**src/rtl/pmod_led_pkg.sv**
```systemverilog
// pmod_led_pkg: mode encoding, per-mode initial patterns and LED width
package pmod_led_pkg;
  localparam int LED_WIDTH = 8;
  typedef enum logic [1:0] {
    MODE_COUNT = 2'd0,
    MODE_SCAN  = 2'd1,
    MODE_WALK  = 2'd2,
    MODE_BLINK = 2'd3
  } mode_t;
  localparam logic [LED_WIDTH-1:0] INIT_COUNT = 8'h00;
  localparam logic [LED_WIDTH-1:0] INIT_SCAN  = 8'h01;
  localparam logic [LED_WIDTH-1:0] INIT_WALK  = 8'h01;
  localparam logic [LED_WIDTH-1:0] INIT_BLINK = 8'h00;
  function automatic logic [LED_WIDTH-1:0] init_pattern(input mode_t m);
    return m == MODE_COUNT ? INIT_COUNT :
           m == MODE_SCAN  ? INIT_SCAN  :
           m == MODE_WALK  ? INIT_WALK  : INIT_BLINK;
  endfunction
endpackage

```
**src/rtl/pmod_led_sequencer_debounce.sv**
```systemverilog
// button_debounce: 2-flop synchronizer, stable-level debouncer and rising-edge press pulse
module button_debounce #(
  parameter int DEBOUNCE_CYCLES = 120000
) (
  input  logic CLK,
  input  logic RST,
  input  logic raw_i,
  output logic press_o
);
  localparam int CW = $clog2(DEBOUNCE_CYCLES + 1);
  logic [1:0]    sync_q;
  logic          stable_q;
  logic          press_q;
  logic [CW-1:0] cnt_q;
  logic          accept;
  assign accept  = (sync_q[1] != stable_q) && (cnt_q == CW'(DEBOUNCE_CYCLES - 1));
  assign press_o = press_q;
  always_ff @(posedge CLK) begin
    if (RST) begin
      sync_q   <= '0;
      stable_q <= 1'b0;
      press_q  <= 1'b0;
      cnt_q    <= '0;
    end else begin
      sync_q   <= {sync_q[0], raw_i};
      cnt_q    <= (sync_q[1] == stable_q || accept) ? '0 : cnt_q + CW'(1);
      stable_q <= accept ? sync_q[1] : stable_q;
      press_q  <= accept && sync_q[1];
    end
  end
endmodule

```
**src/rtl/pmod_led_sequencer.sv**
```systemverilog
// pmod_led_sequencer: button-selected stepped LED patterns with PWM dimming and heartbeat
module pmod_led_sequencer
  import pmod_led_pkg::*;
#(
  parameter int TICK_DIV        = 3000000,
  parameter int DEBOUNCE_CYCLES = 120000,
  parameter int PWM_BITS        = 4,
  parameter int BRIGHTNESS      = 8
) (
  input  logic                 CLK,
  input  logic                 RST,
  input  logic                 BTN,
  output logic [LED_WIDTH-1:0] PMOD,
  output logic                 LED,
  output logic [1:0]           MODE
);
  localparam int TW = $clog2(TICK_DIV);
  logic                 press;
  logic                 tick;
  logic                 on;
  logic [TW-1:0]        tick_cnt_q;
  logic [PWM_BITS-1:0]  pwm_cnt_q;
  mode_t                mode_q;
  mode_t                mode_nx;
  logic [LED_WIDTH-1:0] pattern_q;
  logic [LED_WIDTH-1:0] pattern_d;
  logic [LED_WIDTH-1:0] scan_nx;
  logic [LED_WIDTH-1:0] pmod_q;
  logic                 dir_up_q;
  logic                 dir_up_d;
  logic                 led_q;
  button_debounce #(.DEBOUNCE_CYCLES(DEBOUNCE_CYCLES)) u_deb (
    .CLK     (CLK),
    .RST     (RST),
    .raw_i   (BTN),
    .press_o (press)
  );
  assign tick    = tick_cnt_q == TW'(TICK_DIV - 1);
  assign on      = {1'b0, pwm_cnt_q} < (PWM_BITS + 1)'(BRIGHTNESS);
  assign mode_nx = mode_t'(mode_q + 2'd1);
  assign scan_nx = dir_up_q ? pattern_q << 1 : pattern_q >> 1;
  assign PMOD    = pmod_q;
  assign LED     = led_q;
  assign MODE    = mode_q;
  always_comb begin
    pattern_d = mode_q == MODE_COUNT ? pattern_q + 8'd1 :
                mode_q == MODE_SCAN  ? scan_nx :
                mode_q == MODE_WALK  ? {pattern_q[LED_WIDTH-2:0], pattern_q[LED_WIDTH-1]} : ~pattern_q;
    dir_up_d  = (mode_q == MODE_SCAN && (scan_nx == 8'h80 || scan_nx == 8'h01)) ? ~dir_up_q : dir_up_q;
  end
  // a press overrides a coincident tick: no step, no heartbeat toggle, prescaler restarts
  always_ff @(posedge CLK) begin
    if (RST) begin
      tick_cnt_q <= '0;
      pwm_cnt_q  <= '0;
      mode_q     <= MODE_COUNT;
      pattern_q  <= '0;
      dir_up_q   <= 1'b1;
      led_q      <= 1'b0;
      pmod_q     <= '0;
    end else begin
      pwm_cnt_q <= pwm_cnt_q + PWM_BITS'(1);
      pmod_q    <= pattern_q & {LED_WIDTH{on}};
      if (press) begin
        mode_q     <= mode_nx;
        pattern_q  <= init_pattern(mode_nx);
        dir_up_q   <= 1'b1;
        tick_cnt_q <= '0;
      end else begin
        tick_cnt_q <= tick ? '0 : tick_cnt_q + TW'(1);
        if (tick) begin
          pattern_q <= pattern_d;
          dir_up_q  <= dir_up_d;
          led_q     <= ~led_q;
        end
      end
    end
  end
endmodule
```
**config.mk**
```make
export PLATFORM = sky130hd
export DESIGN_NAME = pmod_led_sequencer
export DESIGN_NICKNAME = d
export VERILOG_FILES = /design/src/rtl/pmod_led_pkg.sv /design/src/rtl/pmod_led_sequencer_debounce.sv /design/src/rtl/pmod_led_sequencer.sv
export SDC_FILE = /design/constraint.sdc
export NUM_CORES = 1
export LEC_CHECK = 0
export CORE_ASPECT_RATIO = 1.5
export CORE_MARGIN = 2
export CORE_UTILIZATION = 50
export CTS_CLUSTER_DIAMETER = 200
export DETAILED_ROUTE_END_ITERATION = 12
export PLACE_DENSITY = 0.79
export SKIP_LAST_GASP = 1
export SLEW_MARGIN = 20
export SYNTH_ARGS = -nofsm -noshare
export SYNTH_HDL_FRONTEND = slang
export SYNTH_SLANG_ARGS = --single-unit
```
**constraint.sdc**
```tcl
create_clock -name CLK -period 2.5 [get_ports CLK]
set_input_delay 0.25 -clock CLK [delete_from_list [all_inputs] [get_ports CLK]]
set_output_delay 0.25 -clock CLK [all_outputs]
set_load 0.01 [all_outputs]
```
Yosys cells after proc, flatten, opt, wreduce, memory -nomap -nowiden. Cells that the tools add are included.

$add $sub $neg: 5. Order comparisons: 1. Equality and inequality tests: 10. Mux-type cells: 9. Bitwise gates (word level): 5. Reduce and logical (&&, ||, !) cells: 13.

Operators by type and width (count): $mux 8 (6); $add 22x1->22 const B (1); $eq 22x22->1 const B (1); $add 17x1->17 const B (1); $eq 17x17->1 const B (1); $add 8x1->8 const B (1); $and 8x8->8 (1); $eq 8x1->1 const B (1); $eq 8x8->1 const B (1); $not 8->8 (1); $add 4x1->4 const B (1); $eq 2x1->1 const B (2); $eq 2x2->1 const B (2); $logic_not 2->1 (2); $lt 4x4->1 const B (1); $reduce_and 2->1 (2); $reduce_or 2->1 (2); $logic_and 1x1->1 (3); $mux 1 (3); $not 1->1 (3); $reduce_or 3->1 (1); $add 2x1->2 const B (1); $logic_or 1x1->1 (2); $reduce_bool 2->1 (1); 2 further kinds (2).

Bits in registers: 67. Input bits: 3.

Longest topological paths before layout. Gate-level depths: netlist of run 1.

Word-level depth: 6. Depth in mapped cells: 8. Gate-level depth less buffers: 6.

Modules after synthesis. A second synthesis of run 1 with hierarchy kept.

Cell total of the unflattened synthesis: 380. Area, all modules: 3418.3 um2.

By module, submodules not included: pmod_led_sequencer (times used 1, cells an instance 283, area an instance 2511.2 um2, seq. area each 920.9 um2); button_debounce (times used 1, cells an instance 97, area an instance 907.1 um2, seq. area each 420.4 um2).

Worst setup path before layout of run 1. OpenSTA, ideal clock, no wires.

Path kind: register to register. From: register mode_q[0] (netlist: MODE[0]). To: register pattern_q[2]. Data arrival time: 1.821 ns. Slack: 0.563 ns. Cell stages (with the launch flop): 7. Period minus slack after synthesis: 1.937 ns. Cell sequence: dfxtp_1 -> ha_1 -> clkbuf_1 -> mux2_2 -> a221oi_1 -> o22ai_1 -> a31o_2.

Cells in the longest elaborated chain, start to end: 6. Elaborated cells on any way between the ends: 8. Those cells by class: eq/ne: 2; mux: 5; reduce/logical: 1.

RTL lines: from (decl) (line pmod_led_sequencer.sv:23) `mode_t mode_q;`; from (signal assigned) (line pmod_led_sequencer.sv:65) `mode_q <= mode_nx;`; $eq 2x2->1 (line pmod_led_sequencer.sv:48) `mode_q == MODE_WALK ? {pattern_q[LED_WIDTH-2:0], pattern_q[LED_WIDTH-1]} : ~pattern_q;`; $mux 8 (line pmod_led_sequencer.sv:48); $mux 8 (line pmod_led_sequencer.sv:47) `mode_q == MODE_SCAN ? scan_nx :`; $mux 8 (*) (line pmod_led_sequencer.sv:46) `pattern_d = mode_q == MODE_COUNT ? pattern_q + 8'd1 :`; $mux 8 (*) (line pmod_led_sequencer.sv:71) `if (tick) begin`; $mux 8 (*) (line pmod_led_sequencer.sv:64) `if (press) begin`; to (signal assigned) (line pmod_led_sequencer.sv:66) `pattern_q <= init_pattern(mode_nx);`; to (signal assigned) (line pmod_led_sequencer.sv:72) `pattern_q <= pattern_d;`; to (decl) (line pmod_led_sequencer.sv:25) `logic [LED_WIDTH-1:0] pattern_q;`.

Every way passes the cells marked *; elsewhere a longest branch is shown, timed or not. The select of a mux whose other input is x is not followed. A chain may end at the register's enable or synchronous reset.

Worst setup path in the final report of run 1. Same ends and word-level chain as after synthesis.

==> results_dict.tcl, run 1 <==
set metrics [dict create \
    synth_top_area_share_pct 39.6 \
    reg2reg_from "MODE[0]" \
    cts_root_buffer "clkbuf_8" \
    start_util_pct 51.8 \
    drt-pass1-iter-count 4 \
    relSlewSlack_pct 65.4 \
    yosys.area.top_type "dfxtp_1" \
    grt_pass1_wl_mm 11.7 \
    status "complete, no violations" \
    dpl_cell_area_mm2 0.00350 \
    whs_endpoint "tick_cnt_q[0]" \
    n_antenna_cell 0 \
    power_leakage_nw 1.22 \
    num_vias 2834 \
    cts_buffer_depth 2 \
    design_area_mm2 0.00371 \
    grt_setup_unrepaired "false" \
    instances_no_fill 475 \
    nets 404 \
    final.setup_skew_ps 10.2 \
    cp_max_fo 18 \
    syn_area_per_cell_um2 8.67 \
    grt_max_degree 21 \
    power.density_mw_per_mm2 556 \
    core_area_mm2 0.00653 \
    required_ps 2740 \
    reg2reg_depth 5 \
    synthArstFlopShare_pct 0 \
    ys_seq_area_share_pct 39.6 \
    fillers 576 \
    netlist_instances 390 \
    final_common_cell "dfxtp_1" \
    syn2layout_area_growth_pct 9.58 \
    io_buffers 13 \
    dp.cells 459 \
    hold_viol_final 0 \
    max_freq_ghz 0.468 \
    netlist_area_mm2 0.00338 \
    setup_tns_ps 0 \
    synth_edf_count 0 \
    critPathLaunchType "register" \
    yosys-top-cells-area "dfxtp_1 40%, xnor2_1 4.4%, nor2_1 4.3%" \
    grt_use_total_pct 19.3 \
    post-cts-setup-buffers 0 \
    tightest_slew_ps 519 \
    first_iter_violations 202 \
    syn_nets 400 \
    wl_mm 6.96 \
    endpoint_kind "register" \
    globalplace.congestion 0.894 \
    totalPowerFinal_mw 2.06 \
    grt_pass1_vias 2648 \
    final_cell_mix "67 x dfxtp_1, 39 x nor2_1, 23 x nand2_1" \
    setup_violations 0 \
    synth.ff_latch_count 67 \
    worstSetupStartpoint "MODE[0]" \
    grt-ovfl-total 0 \
    die_x_um 71.2 \
    holdPathStages 1 \
    avgRoutedWirePerCell_um 14.7 \
    arrival_ps 2380 \
    regToRegEndpoint "pattern_q[2]" \
    cts_tree "yes" \
    viasPerCell 5.97 \
    cts_buffers 9 \
    cts_resized 0 \
    synthDistinctLibCells 60 \
    antenna_found_initial 0 \
    io_pins 14 \
    min_period_ps 2140 \
    path_clk_slew_ps 80 \
    vdd_drop_max_mv 0.300 \
    yosys_warnings 0 \
    final-max-slew-violation-count 0 \
    cts_hold_buf 0 \
    fin_crit_sh_pct 85.5 \
    die_area_mm2 0.00745 \
    die_height_um 105 \
    clock_sinks 67 \
    drive_above_1_share_pct 10.3 \
    ant_nets 0 \
    synth_ff_type "dfxtp_1" \
    std_cell_rows 36 \
    hold_path_class "register to register" \
    r2r_setup_slack_ps 360 \
    max_cap_viol_count 0 \
    crit_type "register to register" \
    drc_errors 0 \
    cts_max_level 3 \
    clock_latency_ps 340 \
    min-delay-start "tick_cnt_q[0]" \
    dp_hpwl_mm 4.79 \
]
per-layer routing:
layer	GRT usage (%)	part of all wire [%]	up-vias
met5	0	0	-
met4	11.3	3.4	0
met3	5.11	4.0	20
met2	31.1	50	78
met1	22.7	43	1318
li1	-	-	1418
critical path: stages (launching register included):
cell and delay (ps):
dfxtp_1 430, ha_1 520, mux2_2 420, a221oi_1 290
o22ai_1 110, a31o_2 260
how the worst max path moves through the flow:
stage / to / slack [ps] / cells after the start
global placement: pattern_q[2] / 470 / 5
CTS: pattern_q[2] / 380 / 5
global route: pattern_q[2] / 240 / 5
detailed placement: pattern_q[2] / 400 / 5
floorplan: pattern_q[2] / 560 / 6
finish: pattern_q[2] / 360 / 5
final cells by class:
type | count | area (µm²) | area share, %
multi-input cells | 287 | 1850 | 50.0
flip-flops and latches | 67 | 1340 | 36.2
repair buffers | 19 | 175 | 4.72
clock buffers | 9 | 124 | 3.34
well taps | 76 | 95.1 | 2.56
clock inverters | 7 | 81.3 | 2.19
inverters | 10 | 37.5 | 1.01
cell usage after synthesis (4+ instances only):
library cell and n:
nor2b_1 5, inv_1 10, or3_1 9, dfxtp_1 67, nor4b_1 4, o31ai_1 8, mux2i_1 5, nand4_1 14
buf_2 5, clkbuf_1 16, nor4_1 7, or4_1 7, a21oi_1 17, a31o_2 6, nor3_1 11, and2_1 11
o21ai_0 13, ha_1 7, a31oi_1 5, and4_1 4, nand2_1 23, nand3b_1 6, xor2_1 10, xnor2_1 17
nand3_1 17, nor2_1 39
report_power, final:
group | total (mW) | internal, mW | switching (mW)
sequential | 1.08 | 1.08 | 0.00671
combinational | 0.0460 | 0.0182 | 0.0278
clock | 0.931 | 0.476 | 0.455
cells by family (layout without fill, tap and decap cells):
group	count (synthesis)	after routing	synth area share [%]
simple gates	178	178	29.8
compound gates	68	68	13.2
flops	67	67	39.6
buf+inv	36	45	5.58
xor+xnor	27	27	6.99
fa+ha+maj	7	7	2.59
mux	7	7	2.14
per-stage QoR:
stage | hold WS (ps) | worst slack (ps) | util (%)
6_report | 435 | 361 | 56.8
5_1_grt | 464 | 237 | 56.8
4_1_cts | 441 | 377 | 56.8
3_5_place_dp | 431 | 404 | 53.6
3_3_place_gp | 422 | 470 | 53.6
2_1_floorplan | 378 | 563 | -
flip-flops by register name (all words and copies together) (netlist names):
name / count
u_deb.stable_q: 1
pattern_q: 8
PMOD: 8
pwm_cnt_q: 4
u_deb.cnt_q: 17
u_deb.sync_q: 2
LED: 1
dir_up_q: 1
tick_cnt_q: 22
MODE: 2
u_deb.press_o: 1
(Power assumes the default switching activity.)
==> inputs of run 2 (changes only) <==
--- a/config.mk
+++ b/config.mk
@@ -5,13 +5,14 @@
 export SDC_FILE = /design/constraint.sdc
 export NUM_CORES = 1
 export LEC_CHECK = 0
+export CAP_MARGIN = 25
 export CORE_ASPECT_RATIO = 1.5
 export CORE_MARGIN = 2
 export CORE_UTILIZATION = 50
 export CTS_CLUSTER_DIAMETER = 200
 export DETAILED_ROUTE_END_ITERATION = 12
 export PLACE_DENSITY = 0.79
-export SKIP_LAST_GASP = 1
+export REMOVE_ABC_BUFFERS = 1
 export SLEW_MARGIN = 20
 export SYNTH_ARGS = -nofsm -noshare
 export SYNTH_HDL_FRONTEND = slang
==> run 2 against run 1 <==
Net effect: combinational power is essentially flat; count of clock-buffer cells in the layout grew 2; worst hold slack lost 0.83 ps; critical path depth is the same; highest routed layer unchanged; register-to-register slack is essentially flat; cell count shrank 0.21%; fmax grew 0.28%; non-clock buffer count is the same; utilization grew 0.31 points.
==> results_dict.tcl, run 2 (synthesis results as in run 1) <==
set metrics [dict create \
    final_common_cell "dfxtp_1" \
    power_switching_uw 430 \
    nets 404 \
    fin_crit_sh_pct 85.3 \
    io_pins 14 \
    start_util_pct 51.8 \
    n_antenna_cell 0 \
    worstSetupStartpoint "MODE[0]" \
    clock_sinks 67 \
    vdd_drop_max_mv 0.346 \
    crit_type "register to register" \
    min_period_ps 2130 \
    final_cell_mix "67 x dfxtp_1, 39 x nor2_1, 23 x nand2_1" \
    critPathMaxStageDelay_ps 510 \
    regToRegEndpoint "pattern_q[2]" \
    wl_mm 6.76 \
    endpoint_kind "register" \
    power.density_mw_per_mm2 573 \
    power_leakage_nw 1.24 \
    ant_nets 0 \
    design_area_mm2 0.00373 \
    clock_latency_ps 340 \
    whs_endpoint "u_deb.sync_q[1]" \
    cp_slowest_cell "ha_1" \
    status "complete, no violations" \
    tightest_slew_ps 506 \
    hold_path_class "register to register" \
    pwr-share-clk_pct 47.1 \
    path_clk_slew_ps 70 \
    cts_root_buffer "clkbuf_8" \
    post-cts-setup-buffers 0 \
    reg2reg_from "MODE[0]" \
    required_ps 2740 \
    max_cap_viol_count 0 \
    seqPwrFrac_pct 50.7 \
    die_area_mm2 0.00745 \
    first_iter_violations 177 \
    globalplace.congestion 0.844 \
    cts_buffer_depth 2 \
    min-delay-start "u_deb.sync_q[0]" \
    num_vias 2822 \
    cts_hold_buf 0 \
    cts_resized 0 \
    drive_above_1_share_pct 10.1 \
    holdPathStages 1 \
    dp_hpwl_mm 4.68 \
    fillers 565 \
    reg_top3 "tick_cnt_q: 22 flops, u_deb.cnt_q: 17 flops" \
    reg2reg_depth 5 \
    std_cell_rows 36 \
    setup_tns_ps 0 \
    p_sw_share_pct 20.1 \
    setup_violations 0 \
    io_buffers 13 \
    cts_buffers 9 \
    viasPerCell 5.95 \
    dpl_cell_area_mm2 0.00350 \
    relSlewSlack_pct 66.3 \
    drc_errors 0 \
    cp_cell_sequence "ha_1, mux2_2, a221oi_1, o22ai_1, a31o_2" \
    grt_max_degree 21 \
    avgRoutedWirePerCell_um 14.3 \
    regMostFlops "tick_cnt_q" \
    grt_pass1_wl_mm 11.7 \
    cts_max_level 3 \
    final-max-slew-violation-count 0 \
    final.setup_skew_ps 11.1 \
    internal-power_mw 1.71 \
    die_height_um 105 \
    die_x_um 71.2 \
    drt-pass1-iter-count 4 \
    grt_setup_unrepaired "false" \
    combPwrFrac_pct 2.1 \
    antenna_found_initial 0 \
    critPathLaunchType "register" \
    r2r_setup_slack_ps 370 \
    cp_max_fo 18 \
    final_util_pct 57.1 \
    cts_tree "yes" \
    hold_viol_final 0 \
    largest_register_ffs 22 \
    max_freq_ghz 0.469 \
    grt-ovfl-total 0 \
    grt_pass1_vias 2658 \
    grt_use_total_pct 19.1 \
    arrival_ps 2370 \
    core_area_mm2 0.00653 \
    syn2layout_area_growth_pct 10.2 \
]
[run 2: changes by cell type in the layout (fill, tap and decap cells not counted), sizes merged]
cell      before  now
inv           14   10
clkbuf         9   11
bufinv         1    2
clkinv         1    2
clkinvlp       1    0
[run 2: metrics by stage]
step / hold WS [ps] / instances / setup slack, ps / total power [mW]
after global placement: 422 / 459 / 455 / 1.15
after CTS: 444 / 474 / 380 / 2.16
final: 435 / 474 / 367 / 2.14
after floorplan: 317 / 364 / 156 / 1.13
after global routing: 462 / 474 / 198 / 2.21
after detailed placement: 440 / 459 / 394 / 1.15
[run 2: power groups by stage]
stage | combinational (mW) | clock [mW] | sequential (mW)
after floorplan | 0.0265 | 0 | 1.11
after global placement | 0.0447 | 0 | 1.11
after detailed placement | 0.0460 | 0 | 1.11
after CTS | 0.0461 | 1.03 | 1.08
after global routing | 0.0525 | 1.07 | 1.08
final | 0.0458 | 1.01 | 1.08
[run 2: final cells by class]
cell class / count / area (µm²) / share of cell area [%]
timing repair buffer: 19 / 175 / 4.70
clock inverter: 4 / 73.8 / 1.98
multi-input combinational: 287 / 1850 / 49.7
inverter: 10 / 37.5 / 1.01
clock buffer: 11 / 151 / 4.06
tap: 76 / 95.1 / 2.55
sequential: 67 / 1340 / 36.0
[run 2: metal layers]
metal | share of wire, % | global-route usage (%)
met4 | 3.3 | 10.8
met1 | 43 | 21.8
met5 | 0 | 0
met3 | 3.9 | 5.01
met2 | 50 | 31.5
[run 2: worst max-delay path by stage]
stage / endpoint / slack (ps) / depth (start not counted)
CTS: pattern_q[2] / 380 / 5
detailed placement: pattern_q[2] / 390 / 5
global placement: pattern_q[2] / 450 / 5
finish: pattern_q[2] / 370 / 5
floorplan: tick_cnt_q[10] / 160 / 5
global route: pattern_q[2] / 200 / 5
[run 2: critical path, delay by kind of cell, from the launching register on]
kind	cells	cell delay (ps)
AO/OA/AOI/OAI	3	670
multiplexers	1	430
adder cells (fa/ha/maj)	1	510
flip-flops	1	420
==> inputs of run 3 (changes only) <==
--- a/config.mk
+++ b/config.mk
@@ -7,11 +7,11 @@
 export LEC_CHECK = 0
 export CAP_MARGIN = 25
 export CORE_ASPECT_RATIO = 1.5
-export CORE_MARGIN = 2
+export CORE_MARGIN = 10
 export CORE_UTILIZATION = 50
 export CTS_CLUSTER_DIAMETER = 200
 export DETAILED_ROUTE_END_ITERATION = 12
-export PLACE_DENSITY = 0.79
+export PLACE_DENSITY = 0.81
 export REMOVE_ABC_BUFFERS = 1
 export SLEW_MARGIN = 20
 export SYNTH_ARGS = -nofsm -noshare
==> constraint.sdc (replaced) <==
create_clock -name CLK -period 1.8 [get_ports CLK]
set_input_delay 0.18 -clock CLK [delete_from_list [all_inputs] [get_ports CLK]]
set_output_delay 0.18 -clock CLK [all_outputs]
set_load 0.01 [all_outputs]
==> run 3 against run 2 <==
Net effect: critical endpoint is now pattern_q[4]; largest cell class unchanged; critical path type unchanged; utilization increased by 4.2 points; count of clock-buffer cells in the layout increased by 1; die area increased by 41%; clock skew decreased by 1.6 ps.
==> results_dict.tcl, run 3 (synthesis results as in run 1) <==
set metrics [dict create \
    status "complete, no violations" \
    num_vias 3014 \
    globalplace.congestion 0.923 \
    path_clk_slew_ps 70 \
    top_layer_used "met4" \
    grt-ovfl-total 0 \
    antenna_found_initial 0 \
    cp_slowest_cell "or3b_2" \
    clock_sinks 67 \
    core_area_mm2 0.00653 \
    power_switching_uw 601 \
    post-cts-setup-buffers 0 \
    drive_above_1_share_pct 20.0 \
    final.setup_skew_ps 9.43 \
    regMostFlops "tick_cnt_q" \
    hold_path_class "input pin to register" \
    grt_use_total_pct 15.2 \
    endpoint_kind "register" \
    combPwrFrac_pct 2.9 \
    fillers 557 \
    wl_met2_mm 4.10 \
    totalPowerFinal_mw 2.69 \
    viasPerCell 5.96 \
    crit_family "compound AO/OA/AOI/OAI gates" \
    die_area_mm2 0.0105 \
    io_pins 14 \
    drt-pass1-iter-count 4 \
    dpl_cell_area_mm2 0.00376 \
    syn2layout_area_growth_pct 18.2 \
    grt_max_degree 21 \
    arrival_ps 2000 \
    drc_errors 0 \
    power.density_mw_per_mm2 672 \
    max_freq_ghz 0.572 \
    start_util_pct 51.8 \
    largest_register_ffs 22 \
    cts_buffers 9 \
    seqPwrFrac_pct 55.9 \
    max_cap_viol_count 0 \
    tightest_slew_ps 454 \
    cts_buffer_depth 2 \
    cts_root_buffer "clkbuf_8" \
    min_period_ps 1750 \
    internal-power_mw 2.09 \
    required_ps 2050 \
    vdd_drop_max_mv 0.499 \
    fin_crit_sh_pct 97.1 \
    reg_top3 "tick_cnt_q: 22 flops, u_deb.cnt_q: 17 flops" \
    seq_area_mm2 0.00135 \
    final-max-slew-violation-count 0 \
    ant_nets 0 \
    n_antenna_cell 0 \
    die_height_um 121 \
    cp_cell_sequence "inv_1, ha_2, or3b_2, o2111ai_1, o31ai_1, a31o_2" \
    relSlewSlack_pct 69.4 \
    grt_pass1_wl_mm 13.3 \
    dp_hpwl_mm 5.60 \
    hold-worst-slack_ps 424 \
    setup_tns_ps 0 \
    p_sw_share_pct 22.4 \
    wl_met3_um 312 \
    pwr-share-clk_pct 41.2 \
    first_iter_violations 166 \
    clock_latency_ps 350 \
    final_common_cell "dfxtp_1" \
    io_buffers 13 \
    wl_mm 7.86 \
    grt_pass1_vias 2960 \
    cp_max_fo 7 \
    crit_type "register to register" \
    timing.critical_path.buf_inv 1 \
    critPathLaunchType "register" \
    critPathMaxStageDelay_ps 480 \
    cts_tree "yes" \
    avgRoutedWirePerCell_um 15.5 \
    final_util_pct 61.2 \
    die_x_um 87.2 \
    final_cell_mix "65 x dfxtp_1, 39 x nor2_1, 36 x buf_4" \
    nets 437 \
    std_cell_rows 36 \
    hold_viol_final 0 \
    cts_max_level 3 \
    design_area_mm2 0.00400 \
    multi_input_area_mm2 0.00191 \
    routedLengthMet1_mm 3.12 \
    power_leakage_nw 1.39 \
    setup_violations 0 \
]
run 3: changes by cell type in the layout (fill, tap and decap cells not counted), sizes merged:
cell / change
clkinv: -1
clkinvlp: +1
clkbuf: +1
bufinv: -2
buf: +33
run 3: repair_timing:
| item | CTS | global route |
|---|---|---|
| gates resized for setup | 3 | 19 |
| pin swaps | 0 | 4 |
| endpoints found under the setup margin | 3 | 30 |
| hold buffers | 0 | 0 |
run 3: cell type report:
cell class	instances	share of cell area (%)
multi-input cells	287	47.8
inverters	10	0.938
repair buffers	52	11.1
flip-flops and latches	67	33.7
clock inverters	2	0.313
well taps	76	2.38
clock buffers	12	3.88
run 3: per-layer routing:
layer,track usage [%],up-vias
met3,2.49,26
met2,26.3,81
met4,10.6,0
met1,16.2,1426
li1,-,1481
met5,0,-
run 3: power by group through the flow:
stage                     Clock (mW)  Combinational, mW  Sequential, mW
after detailed placement           0             0.0760            1.54
after floorplan                    0             0.0368            1.54
final                           1.11             0.0766            1.50
after global placement             0             0.0731            1.54
after global routing            1.18             0.0873            1.50
after CTS                       1.13             0.0768            1.50
run 3: stage by stage:
step	setup WS [ps]	cells
2_1_floorplan	-544	364
3_3_place_gp	37.7	492
3_5_place_dp	-6.11	492
4_1_cts	11.0	506
5_1_grt	-0.268	506
6_report	52.0	506
run 3: worst reg2reg max path, stage by stage (launching register included):
cell and delay, ps:
dfxtp_4 370, inv_1 60, ha_2 220, or3b_2 480
o2111ai_1 140, o31ai_1 120, a31o_2 250
run 3: path summary, 6_finish.rpt:
path	cells after the start	from	slack, ps	to
min reg2reg	1	tick_cnt_q[0]	440	tick_cnt_q[0]
min	2	BTN	420	u_deb.sync_q[0]
max	6	MODE[0]	50	pattern_q[4]
max reg2reg	6	MODE[0]	50	pattern_q[4]
